$ cat config.mk
export PLATFORM = sky130hd
export DESIGN_NAME = seq_pattern_generator_flat
export DESIGN_NICKNAME = d
export VERILOG_FILES = /design/src/rtl/seq_pattern_generator_if.sv /design/src/rtl/seq_pattern_generator.sv /design/src/flat_wrapper.sv
export SDC_FILE = /design/constraint.sdc
export NUM_CORES = 1
export LEC_CHECK = 0
export CAP_MARGIN = 20
export CORE_MARGIN = 4
export CORE_UTILIZATION = 51
export CTS_CLUSTER_DIAMETER = 100
export CTS_CLUSTER_SIZE = 20
export DETAILED_ROUTE_END_ITERATION = 7
export DONT_BUFFER_PORTS = 1
export PLACE_DENSITY = 0.66
export SLEW_MARGIN = 40
export SYNTH_ARGS = -nofsm -noshare
export SYNTH_HDL_FRONTEND = slang
export SYNTH_SLANG_ARGS = --single-unit
$ cat constraint.sdc
create_clock -name clock -period 4.3 [get_ports clock]
set_input_delay 0 -clock clock [delete_from_list [all_inputs] [get_ports clock]]
set_output_delay 0 -clock clock [all_outputs]
set_load 0.03 [all_outputs]
$ cat src/rtl/seq_pattern_generator_if.sv
// Handshake/data bundle between a burst controller and seq_pattern_generator.
// Optional macro SEQGEN_REPEAT_EN adds the repeat_burst request line.
interface seq_pattern_generator_if #(
  parameter int unsigned MAX_LEN = 8,
  parameter int unsigned LEN_W   = 4
);
  logic               start;
  logic [MAX_LEN-1:0] pattern;
  logic [LEN_W-1:0]   length;
`ifdef SEQGEN_REPEAT_EN
  // Request to resend the captured pattern after the current last bit.
  logic               repeat_burst;
`endif
  logic               w_out;
  logic               valid;
  logic               busy;
  logic               done;
  logic [1:0]         state_out;

`ifdef SEQGEN_REPEAT_EN
  modport master (
    output start, pattern, length, repeat_burst,
    input  w_out, valid, busy, done, state_out
  );
  modport slave (
    input  start, pattern, length, repeat_burst,
    output w_out, valid, busy, done, state_out
  );
`else
  modport master (
    output start, pattern, length,
    input  w_out, valid, busy, done, state_out
  );
  modport slave (
    input  start, pattern, length,
    output w_out, valid, busy, done, state_out
  );
`endif
endinterface

$ cat src/rtl/seq_pattern_generator.sv
// Serial bit-pattern transmitter: captures pattern/length on start, shifts the
// pattern out MSB-first one bit per clock, then pulses done for one cycle.
// Optional macro SEQGEN_REPEAT_EN enables gapless repetition of the captured burst.
module seq_pattern_generator #(
  parameter int unsigned MAX_LEN = 8,
  parameter int unsigned LEN_W   = 4
) (
  input logic                  clock,
  input logic                  resetn,
  seq_pattern_generator_if.slave bus
);

  typedef enum logic [1:0] {
    StIdle  = 2'b00,
    StShift = 2'b01,
    StDone  = 2'b10
  } state_t;

  localparam logic [LEN_W-1:0] MaxLenW = LEN_W'(MAX_LEN);
  localparam logic [LEN_W-1:0] CntOne  = LEN_W'(1);

  state_t             state_q, state_d;
  logic [MAX_LEN-1:0] shreg_q, shreg_d;
  logic [LEN_W-1:0]   cnt_q, cnt_d;
  logic [LEN_W-1:0]   len_clamped;
  logic [MAX_LEN-1:0] shifted;

`ifdef SEQGEN_REPEAT_EN
  // Copy of the start-time request, so repeats ignore the live inputs.
  logic [MAX_LEN-1:0] pat_cap_q, pat_cap_d;
  logic [LEN_W-1:0]   len_cap_q, len_cap_d;
`endif

  assign len_clamped = (bus.length > MaxLenW) ? MaxLenW : bus.length;

  // State and datapath registers with synchronous active-low reset.
  always_ff @(posedge clock) begin
    if (!resetn) begin
      state_q <= StIdle;
      shreg_q <= '0;
      cnt_q   <= '0;
`ifdef SEQGEN_REPEAT_EN
      pat_cap_q <= '0;
      len_cap_q <= '0;
`endif
    end else begin
      state_q <= state_d;
      shreg_q <= shreg_d;
      cnt_q   <= cnt_d;
`ifdef SEQGEN_REPEAT_EN
      pat_cap_q <= pat_cap_d;
      len_cap_q <= len_cap_d;
`endif
    end
  end

  // Next-state and datapath update.
  always_comb begin
    state_d = state_q;
    shreg_d = shreg_q;
    cnt_d   = cnt_q;
`ifdef SEQGEN_REPEAT_EN
    pat_cap_d = pat_cap_q;
    len_cap_d = len_cap_q;
`endif
    case (state_q)
      StIdle: begin
        if (bus.start) begin
          shreg_d = bus.pattern;
          cnt_d   = len_clamped;
`ifdef SEQGEN_REPEAT_EN
          pat_cap_d = bus.pattern;
          len_cap_d = len_clamped;
`endif
          state_d = (len_clamped == '0) ? StDone : StShift;
        end
      end
      StShift: begin
        cnt_d = cnt_q - CntOne;
        if (cnt_q == CntOne) begin
`ifdef SEQGEN_REPEAT_EN
          if (bus.repeat_burst) begin
            shreg_d = pat_cap_q;
            cnt_d   = len_cap_q;
          end else begin
            state_d = StDone;
          end
`else
          state_d = StDone;
`endif
        end
      end
      StDone:  state_d = StIdle;
      default: state_d = StIdle;
    endcase
  end

  // Moore outputs: current bit selected by the remaining-bit count.
  always_comb begin
    shifted       = shreg_q >> (cnt_q - CntOne);
    bus.valid     = (state_q == StShift);
    bus.w_out     = bus.valid ? shifted[0] : 1'b0;
    bus.busy      = (state_q != StIdle);
    bus.done      = (state_q == StDone);
    bus.state_out = state_q;
  end

endmodule

$ cat src/flat_wrapper.sv
// flat-port wrapper written by rule: the top's interface ports become plain ports
module seq_pattern_generator_flat 
#(
  parameter int unsigned MAX_LEN = 8,
  parameter int unsigned LEN_W   = 4
)
  (clock, resetn, bus_start, bus_pattern, bus_length, bus_w_out, bus_valid, bus_busy, bus_done, bus_state_out);
  seq_pattern_generator_if #(.MAX_LEN(MAX_LEN), .LEN_W(LEN_W)) bus_i ();
  input logic clock;
  input logic resetn;
  input wire logic [$bits(bus_i.start)-1:0] bus_start;
  input wire logic [$bits(bus_i.pattern)-1:0] bus_pattern;
  input wire logic [$bits(bus_i.length)-1:0] bus_length;
  output wire logic [$bits(bus_i.w_out)-1:0] bus_w_out;
  output wire logic [$bits(bus_i.valid)-1:0] bus_valid;
  output wire logic [$bits(bus_i.busy)-1:0] bus_busy;
  output wire logic [$bits(bus_i.done)-1:0] bus_done;
  output wire logic [$bits(bus_i.state_out)-1:0] bus_state_out;
  assign bus_i.start = bus_start;
  assign bus_i.pattern = bus_pattern;
  assign bus_i.length = bus_length;
  assign bus_w_out = bus_i.w_out;
  assign bus_valid = bus_i.valid;
  assign bus_busy = bus_i.busy;
  assign bus_done = bus_i.done;
  assign bus_state_out = bus_i.state_out;
  seq_pattern_generator #(.MAX_LEN(MAX_LEN), .LEN_W(LEN_W)) u_core (.clock(clock), .resetn(resetn), .bus(bus_i));
endmodule
After elaboration in Yosys (flattened, before gate mapping)
Cells that the tools add are included.
Cells by class
  add/sub/neg operators: 1
  order comparisons: 1
  equality and inequality tests: 5
  shift-type cells: 1
  mux-type cells: 8
  reductions and logical operators: 7
Operator list (count)
  4-bit 2-to-1 mux: 2
  4-bit one-hot mux with 2 select lines: 1
  8-bit by 4-bit right shift with 1-bit output: 1
  2-bit 2-to-1 mux: 3
  2-bit AND reduction: 3
  4-bit by 1-bit equality test with 1-bit output (second input constant): 1
  4-bit greater-than comparator (second input constant): 1
  4-bit zero test: 1
  2-bit one-hot mux with 2 select lines: 1
  2-bit nonzero test: 2
  4-bit by 1-bit subtractor with 4-bit output (second input constant): 1
  2-bit by 1-bit equality test with 1-bit output (second input constant): 1
  2-bit equality test (second input constant): 1
  2-bit zero test: 1
  2-bit by 1-bit inequality test with 1-bit output (second input constant): 1
  2-bit inequality test (second input constant): 1
  1-bit 2-to-1 mux: 1
Word-level totals
  register bits after elaboration: 14
  logic and storage cells: 26

Depth between registers and ports, before layout
Gate-level depths: netlist of run 1.
  depth in word-level cells: 6
  depth in mapped cells: 5

Worst setup path after synthesis of run 1
OpenSTA, ideal clock, no wires.
  path kind: register -> output
  from: register u_core.state_q[0], in the netlist u_core.bus.state_out[0]
  to: output port bus_w_out
  data arrival time: 1.632 ns
  required time: 4.300 ns
  slack: 2.668 ns
  stages on the path, launching flop included: 6
  cells stage by stage: dfxtp_1 > buf_2 > nand2b_1 > inv_1 > nand3_1 > nor2_1
On the way
  cells in the longest elaborated chain, start to end: 2
Ends and longest elaborated chain
  from (decl): line seq_pattern_generator.sv:22  | state_t state_q, state_d;
  from (signal assigned): line seq_pattern_generator.sv:39  | state_q <= StIdle;
  from (signal assigned): line seq_pattern_generator.sv:47  | state_q <= state_d;
  2-bit by 1-bit equality test with 1-bit output: line seq_pattern_generator.sv:101  | bus.valid = (state_q == StShift);
  named net bus_valid: line flat_wrapper.sv:15  | output wire logic [$bits(bus_i.valid)-1:0] bus_valid;
  1-bit 2-to-1 mux: line seq_pattern_generator.sv:102  | bus.w_out = bus.valid ? shifted[0] : 1'b0;
  to (decl): line flat_wrapper.sv:14  | output wire logic [$bits(bus_i.w_out)-1:0] bus_w_out;
The timed path passes the listed nets, and every way through them passes these cells.

Final worst setup path of run 1
Ends and elaborated chain as after synthesis.

==> run metrics, run 1 <==
Post-Syn Area per Cell=about 9 sq um; Peak supply drop=around 0.00027 V; total setup buffers inserted after CTS=0; largest net degree at the start of global routing=15; Initial Util=a little under three fifths; clk buf depth=2; Hold Vio Cnt, Final=0; via count=660; CTS Buf Count=3; CTS H-tree lvls=1; nets@finish=~120; P&R area growth vs syn=24.0%; share of the synthesized area in the top cell type=a little over a third; Clock Latency Late Sink=0.28 ns; Final Max Tran Viols=0; CP required=between 4 and 5 ns; Async S/R FF share, synth=0%; Post-synth top cells=17 x nand2_1, 14 x dfxtp_1, 10 x a21boi_0; pre-CTS setup slack=about 2.5 ns; clock skew=~0.0023 ns; initial antenna violation count=0; Final WS setup=2.20 ns; Power Dens Cells=360 nW/um^2; fmax=approximately 480 MHz; CTS resizes=0; CTS tree=done; worst path cell trace=nand2b_1 -> inv_1 -> nand3_1 -> nor2_1; port bufs=0; Pwr Total=roughly 340 uW; leak pwr=around 0.00037 uW; Worst Setup End Kind=output port; post-DR vias/cell=between 5 and 6; count leader, synth=nand2_1; CP max-delay cell=dfxtp_1; Post-synth top flop=dfxtp_1; Layout fillers=roughly 110; total track usage=17.6%; final setup fails=0; Synth Register Bits=14; CP Max Fanout=12; GPL Wtd Cong=~0.77; Post-Route Setup TNS=0 ns; max_cap viols=0; Final Instance Area=between 900 and 1000 sq um; Die X=46.8 um; Worst-path clk slew=approximately 0.08 ns; Mapped Cells=85; outcome=completed; drt pass-1 iters=4; Post-synth EDFFs=0; core box area=1370 sq um; Yosys cell types=32; DP HPWL=about 1.1 mm; Ys Warns=0; Crit path largest cell delay=roughly 0.74 ns; synthesized area=between 700 and 800 sq um; nets in the synthesized netlist=between 100 and 150; CP arrival=roughly 2.1 ns; clk sinks=14; Worst Tran Pin Value=~0.64 ns; vias in the first global route=627; clock root buffer=clkbuf_4; Startpoint Class=flip-flop; Synth area leaders=dfxtp_1 37%, a21boi_0 9.8%, nand2_1 8.3%; RSZ-0062 raised after global routing=false; die area=between 2000 and 2500 sq um; fin crit period=between 2 and 2.5 ns; Total Wirelength=roughly 1.7 mm; initial drt markers=15; cts hold-fix bufs=15; first-pass GRT wire length=between 2 and 3 mm; Routed Antenna Nets=0; Hold WS=between 0.04 and 0.05 ns; critical path class=flip-flop to output port; DRC Markers=0; FP Rows=13; Cell Area, Placed=754 sq um; sequential share of the synthesized area=between 30% and 40%; die height=roughly 47 um; antenna fix cells=0; fraction of layout cells with a size suffix above 1=about 8.9%; Tcrit/Tclk final=between 40% and 50%; slew margin rel.=57.2%; type of the worst min-delay path=input pin to flip-flop; grt total ovfl=0; Top-Level Pins=21; Wirelength per Cell=between 10 and 15 um; area leader, netlist=dfxtp_1
==> metrics by stage <==
step | cells | utilization, %
global placement | 96 | 55.2
CTS | 115 | 68.9
global route | 116 | 69.6
detailed placement | 96 | 55.2
floorplan | 85 | -
finish | 116 | 69.6
==> worst max-delay path: cells and delay by family, from the launching register on <==
kind,cells,cell delay [ns]
flip-flops,1,0.74
buffers and inverters,1,0.29
AND/OR/NAND/NOR,3,0.79
==> final cells by class <==
type,count,area (sq um),share of cell area [%]
clock buffers,4,36.3,3.82
inverters,3,11.3,1.18
multi-input cells,64,444,46.7
flip-flops and latches,14,280,29.5
well taps,15,18.8,1.97
repair buffers,16,160,16.8
==> state kept, by name (all words and copies together), names as in the netlist <==
| name | flops |
|---|---|
| u_core.bus.state_out | 2 |
| u_core.cnt_q | 4 |
| u_core.shreg_q | 8 |
==> cell usage in the layout, fill, tap and decap left out, drive strengths merged <==
cell,count
nand2,17
dlygate4sd3,16
dfxtp,14
a21boi,10
nor2,4
clkbuf,4
inv,3
nor2b,3
nor3b,3
nand2b,2
mux4,2
a21oi,2
o21bai,2
nor4b,2
ha,2
or2,1
or4,1
o31ai,1
nand3,1
xor2,1
mux2i,1
or3b,1
nor4,1
o21a,1
nor3,1
o31a,1
o21ai,1
a22oi,1
and4b,1
nor4bb,1
==> power breakdown <==
part	switching [uW]	internal [uW]	total, uW	leakage, uW
Clock	42.1	51.6	93.7	0.0000210
Combinational	42.9	43.6	86.5	0.000234
Sequential	19.5	142	162	0.000115
==> logic make-up after synthesis <==
logic type      share of synthesized area [%]
simple gates                             28.5
compound gates                           17.8
flops                                    36.5
buf+inv                                  5.55
mux                                      7.18
fa+ha+maj                                3.26
xor+xnor                                 1.14
==> worst paths after layout <==
path	end	slack, ns	depth (start not counted)	startpoint
max	bus_w_out	2.20	4	u_core.bus.state_out[0]$_SDFFE_PN0P_
min	u_core.cnt_q[0]$_SDFFE_PN0P_	0.04	2	bus_length[3]
max reg2reg	u_core.bus.state_out[0]$_SDFFE_PN0P_	2.22	4	u_core.bus.state_out[0]$_SDFFE_PN0P_
min reg2reg	u_core.shreg_q[4]$_SDFFE_PN0P_	0.47	2	u_core.shreg_q[4]$_SDFFE_PN0P_
==> per-layer routing <==
| metal | global-route usage [%] | vias up | routed length, um |
|---|---|---|---|
| li1 | - | 332 | - |
| met1 | 22.4 | 305 | 708 |
| met2 | 27.1 | 20 | 855 |
| met3 | 7.66 | 3 | 141 |
| met4 | 5.52 | 0 | 18 |
| met5 | 0 | - | 0 |
Power figures use the tool's default switching activity.
==> run 2: changes to the inputs <==
--- a/config.mk
+++ b/config.mk
@@ -12,7 +12,7 @@
 export CTS_CLUSTER_SIZE = 20
 export DETAILED_ROUTE_END_ITERATION = 7
 export DONT_BUFFER_PORTS = 1
-export PLACE_DENSITY = 0.66
+export PLACE_DENSITY = 0.69
 export SLEW_MARGIN = 40
 export SYNTH_ARGS = -nofsm -noshare
 export SYNTH_HDL_FRONTEND = slang
==> constraint.sdc (replaced) <==
create_clock -name clock -period 1.9 [get_ports clock]
set_input_delay 0 -clock clock [delete_from_list [all_inputs] [get_ports clock]]
set_output_delay 0 -clock clock [all_outputs]
set_load 0.03 [all_outputs]
==> run 2 against run 1 <==
Compared with the run above: first-iteration DRC count shrank 60%; register-to-register slack lost 2.0 ns; clock skew grew 0.0064 ns; routed wire length grew 5.0%; total power grew 130%; sequential cell count is the same; worst setup slack lost 2.1 ns; via count grew 0.45%; cell area grew 4.9%; non-clock buffer count grew 6; hold slack lost 0.035 ns; critical path type unchanged; largest cell class unchanged; highest routed layer unchanged.
==> run metrics, run 2 (synthesis results as in run 1) <==
Bufs and invs on worst path=2; number of flip-flops in the largest register=8; final setup fails=0; P&R area growth vs syn=30.0%; type of the worst min-delay path=input pin to flip-flop; Routed Antenna Nets=0; max_cap viols=0; Clock Power Share=between 20% and 30%; core box area=1370 sq um; CTS Buf Count=3; grt total ovfl=0; Layout fillers=about 110; Hold Path Depth=2; outcome=completed; clock root buffer=clkbuf_4; FP Rows=13; CP max-delay cell=mux4_2; Initial Util=56.1%; most frequent cells in the layout=17 x nand2_1, 15 x dlygate4sd3_1, 12 x dfxtp_1; critical path class=flip-flop to output port; Final WS setup=0.0822 ns; Tcrit/Tclk final=between 90 and 100%; Crit path largest cell delay=0.49 ns; CP Max Fanout=3; Startpoint Class=flip-flop; placed insts=102; clk buf depth=2; fmax=550 MHz; largest net degree at the start of global routing=15; DRC Markers=0; Logic pwr share=32.8%; first-pass GRT wire length=between 2 and 3 mm; Int Pwr=roughly 520 uW; GPL Wtd Cong=0.717; Clock Latency Late Sink=between 0.2 and 0.3 ns; Worst-path clk slew=~0.08 ns; post-DR vias/cell=5.48; R2R depth=5; initial antenna violation count=0; Die X=46.8 um; leak pwr=0.000398 uW; slew margin rel.=around three fifths; CTS tree=done; DP HPWL=~1.2 mm; total track usage=19.2%; Crit. path cell count=6; Power Dens Cells=772 nW/um^2; initial drt markers=6; antenna fix cells=0; port bufs=0; fraction of layout cells with a size suffix above 1=between 10% and 20%; nets@finish=125; fin crit period=1.82 ns; CP required=approximately 1.9 ns; CP arrival=around 1.8 ns; die height=approximately 47 um; Switching Fraction=32.0%; Peak supply drop=0.000549 V; Post-Route Setup TNS=0 ns; CTS H-tree lvls=1; via count=around 660; Post-Layout Cell Count=121; RSZ-0062 raised after global routing=false; clk sinks=14; clock skew=0.00863 ns; Worst Tran Pin Value=approximately 0.57 ns; sw power=246 uW; commonest non-fill, non-tap cell in the layout=nand2_1; vias in the first global route=between 600 and 700; Final Max Tran Viols=0; Wirelength per Cell=about 15 um; Top-Level Pins=21; drt pass-1 iters=3; Worst Setup End Kind=output port; Hold Vio Cnt, Final=0; Hold WS=slightly below 0.01 ns; pre-CTS setup slack=0.297 ns; delay-heaviest family, CP=multiplexers; worst path cell trace=inv_1 -> ha_4 -> mux4_2 -> mux2i_1 -> nor2_1 -> buf_4; Most flops, register=u_core.shreg_q; sequential power share=between 40% and 50%; Total Wirelength=~1.8 mm; Pwr Total=roughly 770 uW; die area=2190 sq um
run 2: cell types whose count changed in the layout (fill, tap and decap cells not counted), sizes merged:
cell         delta
buf             +7
clkbuf          -1
dlygate4sd3     -1
run 2: repair_timing:
| action | 4_1_cts | 5_1_grt |
|---|---|---|
| buffers inserted | 0 | 1 |
| hold buffers | 15 | 0 |
| resized for setup | 1 | 4 |
| hold endpoints to repair | 14 | 0 |
| setup endpoints to repair | 1 | 2 |
run 2: final cells by class:
cell class | count | area (sq um) | share of cell area [%]
clock buffers | 3 | 22.5 | 2.26
well taps | 15 | 18.8 | 1.88
flip-flops and latches | 14 | 283 | 28.4
multi-input cells | 64 | 459 | 46.0
inverters | 3 | 11.3 | 1.13
repair buffers | 22 | 203 | 20.3
run 2: stage by stage:
stage	area, sq um	utilization [%]
3_5_place_dp	800	58.5
2_1_floorplan	767	-
5_1_grt	997	73.0
4_1_cts	985	72.1
3_3_place_gp	800	58.5
6_report	997	73.0
run 2: final timing paths:
| check | startpoint | to | slack (ns) |
|---|---|---|---|
| worst max register to register | u_core.bus.state_out[1]$_SDFFE_PN0P_ | u_core.bus.state_out[0]$_SDFFE_PN0P_ | 0.19 |
| worst min-delay path | bus_length[3] | u_core.cnt_q[3]$_SDFFE_PN0P_ | 0.01 |
| worst max-delay path | u_core.cnt_q[0]$_SDFFE_PN0P_ | bus_w_out | 0.08 |
| worst min register to register | u_core.shreg_q[5]$_SDFFE_PN0P_ | u_core.shreg_q[5]$_SDFFE_PN0P_ | 0.46 |
run 2: power groups by stage:
stage	clock, uW	combinational [uW]	sequential, uW
3_5_place_dp	0	201	353
6_report	168	252	350
3_3_place_gp	0	197	352
5_1_grt	189	281	353
2_1_floorplan	0	162	356
4_1_cts	175	243	347
run 2: layer usage:
layer  track usage [%]  vias to the layer above  wire, um
met5                 0                        -         0
met4              9.39                        0        46
met3              6.51                        7       111
met2              24.7                       18       807
met1              28.3                      296       845
li1                  -                      342         -
==> run 3: changes to the inputs <==
==> constraint.sdc (replaced) <==
create_clock -name clock -period 1.46 [get_ports clock]
set_input_delay 0 -clock clock [delete_from_list [all_inputs] [get_ports clock]]
set_output_delay 0 -clock clock [all_outputs]
set_load 0.03 [all_outputs]
==> run 3 against run 2 <==
Compared with the run above: the flow now finishes with violations (negative setup slack); largest power group unchanged; critical endpoint unchanged; largest cell class unchanged; non-clock buffer count rose by 3; clock-buffer cell count increased by 1; routed wire length unchanged; global-route usage rose by 1.0 points; sequential power increased by 31%.
==> run metrics, run 3 (synthesis results as in run 1) <==
final setup fails=1; Final WS setup=-0.310 ns; Final Instance Area=1040 sq um; pre-CTS setup slack=-0.0282 ns; largest net degree at the start of global routing=15; die area=2190 sq um; Total Wirelength=about 1.8 mm; P&R area growth vs syn=35.6%; GPL Wtd Cong=about 0.75; CTS H-tree lvls=1; max_cap viols=0; Routed Antenna Nets=0; Reg2Reg Capture Point=u_core.cnt_q[3]$_SDFFE_PN0P_; FP Rows=13; vias in the first global route=696; core box area=approximately 1400 sq um; fin crit period=roughly 1.8 ns; via count=696; Hold Vio Cnt, Final=0; Pwr Total=1090 uW; failing checks=negative setup slack; CP arrival=around 1.8 ns; Die X=about 47 um; die height=46.8 um; Clock Latency Late Sink=around 0.29 ns; Most flops, register=u_core.shreg_q; Worst Tran Pin Value=0.466 ns; total track usage=20.3%; CP Max Fanout=2; DP HPWL=approximately 1.2 mm; grt total ovfl=0; Crit path largest cell delay=about 0.52 ns; Final Max Tran Viols=0; number of flip-flops in the largest register=8; r2r setup slk=approximately 0.080 ns; CP required=around 1.5 ns; Initial Util=56.1%; RSZ-0062 raised after global routing=true; clk buf depth=2; Worst Setup End Kind=output port; CP max-delay cell=mux4_2; clock root buffer=clkbuf_4; clk sinks=14; commonest non-fill, non-tap cell in the layout=nand2_1; drt pass-1 iters=4; first-pass GRT wire length=between 3 and 4 mm; post-DR vias/cell=approximately 5.6; Startpoint Class=flip-flop; CTS Buf Count=3; Wirelength per Cell=between 10 and 15 um; initial antenna violation count=0; RR Startpoint=u_core.cnt_q[1]$_SDFFE_PN0P_; fmax=roughly 570 MHz; Worst-path clk slew=0.09 ns; R2R depth=4; initial drt markers=18; most frequent cells in the layout=17 x nand2_1, 14 x dlygate4sd3_1, 12 x dfxtp_1; nets@finish=about 130; critical path class=flip-flop to output port; CTS tree=done; Bufs and invs on worst path=1; Post-Route Setup TNS=-0.310 ns; delay-heaviest family, CP=multiplexers; Top-Level Pins=21; Tcrit/Tclk final=121%; type of the worst min-delay path=input pin to flip-flop; port bufs=0; Peak supply drop=between 0.0006 and 0.0007 V; Power Dens Cells=about 1100 nW/um^2; Hold Path Depth=2; worst path cell trace=inv_2 -> ha_4 -> mux4_2 -> mux2i_2 -> nor2_4; hold wc startpoint=bus_length[3]; antenna fix cells=0; clock skew=between 0.007 and 0.008 ns; Hold WS=0.0259 ns; slew margin rel.=approximately 70%; hold endpoint=u_core.cnt_q[0]$_SDFFE_PN0P_; fraction of layout cells with a size suffix above 1=25.5%; outcome=finished with violations; leak pwr=between 0.0004 and 0.0005 uW; Cell Area, Placed=833 sq um; DRC Markers=0
==> run 3: cell types whose count changed in the layout (fill, tap and decap cells not counted), sizes merged <==
cell / before / now
clkbuf: 3 / 4
buf: 7 / 11
dlygate4sd3: 15 / 14
==> run 3: area by class of cell <==
cell class / instances / area [sq um]
Inverter: 3 / 11.3
Sequential cell: 14 / 283
Clock buffer: 4 / 36.3
Multi-Input combinational cell: 64 / 468
Fill cell: 97 / 327
Tap cell: 15 / 18.8
Timing Repair Buffer: 25 / 223
==> run 3: where the power goes <==
group | switching, uW | internal [uW]
registers | 37.3 | 420
logic | 170 | 182
clock network | 133 | 152
==> run 3: timing repair <==
item | in CTS | in global routing
hold buffers | 14 | 0
buffers inserted | 0 | 1
gates resized for setup | 6 | 0
pin swaps | 2 | 2
endpoints found under the setup margin | 1 | 1
endpoints found under the hold margin | 14 | 0
==> run 3: layer usage <==
metal	part of all wire [%]	wire, um	GRT usage, %
met5	0	0	0
met4	1.6	29	9.94
met3	5.2	95	3.83
met2	48	860	30.4
met1	46	824	27.9
==> run 3: stage by stage <==
stage          util [%]  instances
2_1_floorplan         -         85
4_1_cts            75.5        124
3_3_place_gp       61.0        106
5_1_grt            76.1        125
6_report           76.1        125
3_5_place_dp       61.0        106
==> run 3: worst reg2reg max path: cells and delay by family (launching register included) <==
| kind | cells | cell delay (ns) |
|---|---|---|
| DFF | 1 | 0.33 |
| and+or+nand+nor | 3 | 0.86 |
| buffers and inverters | 1 | 0.13 |
==> run 3: how the worst max path moves through the flow <==
stage | startpoint | endpoint | slack [ns] | cells past startpoint
2_1_floorplan | u_core.cnt_q[0]$_SDFFE_PN0P_ | bus_w_out | -0.05 | 5
3_3_place_gp | u_core.cnt_q[1]$_SDFFE_PN0P_ | bus_w_out | 0.02 | 5
3_5_place_dp | u_core.cnt_q[1]$_SDFFE_PN0P_ | bus_w_out | -0.03 | 5
4_1_cts | u_core.cnt_q[1]$_SDFFE_PN0P_ | bus_w_out | -0.31 | 5
5_1_grt | u_core.cnt_q[0]$_SDFFE_PN0P_ | bus_w_out | -0.36 | 5
6_report | u_core.cnt_q[1]$_SDFFE_PN0P_ | bus_w_out | -0.31 | 5
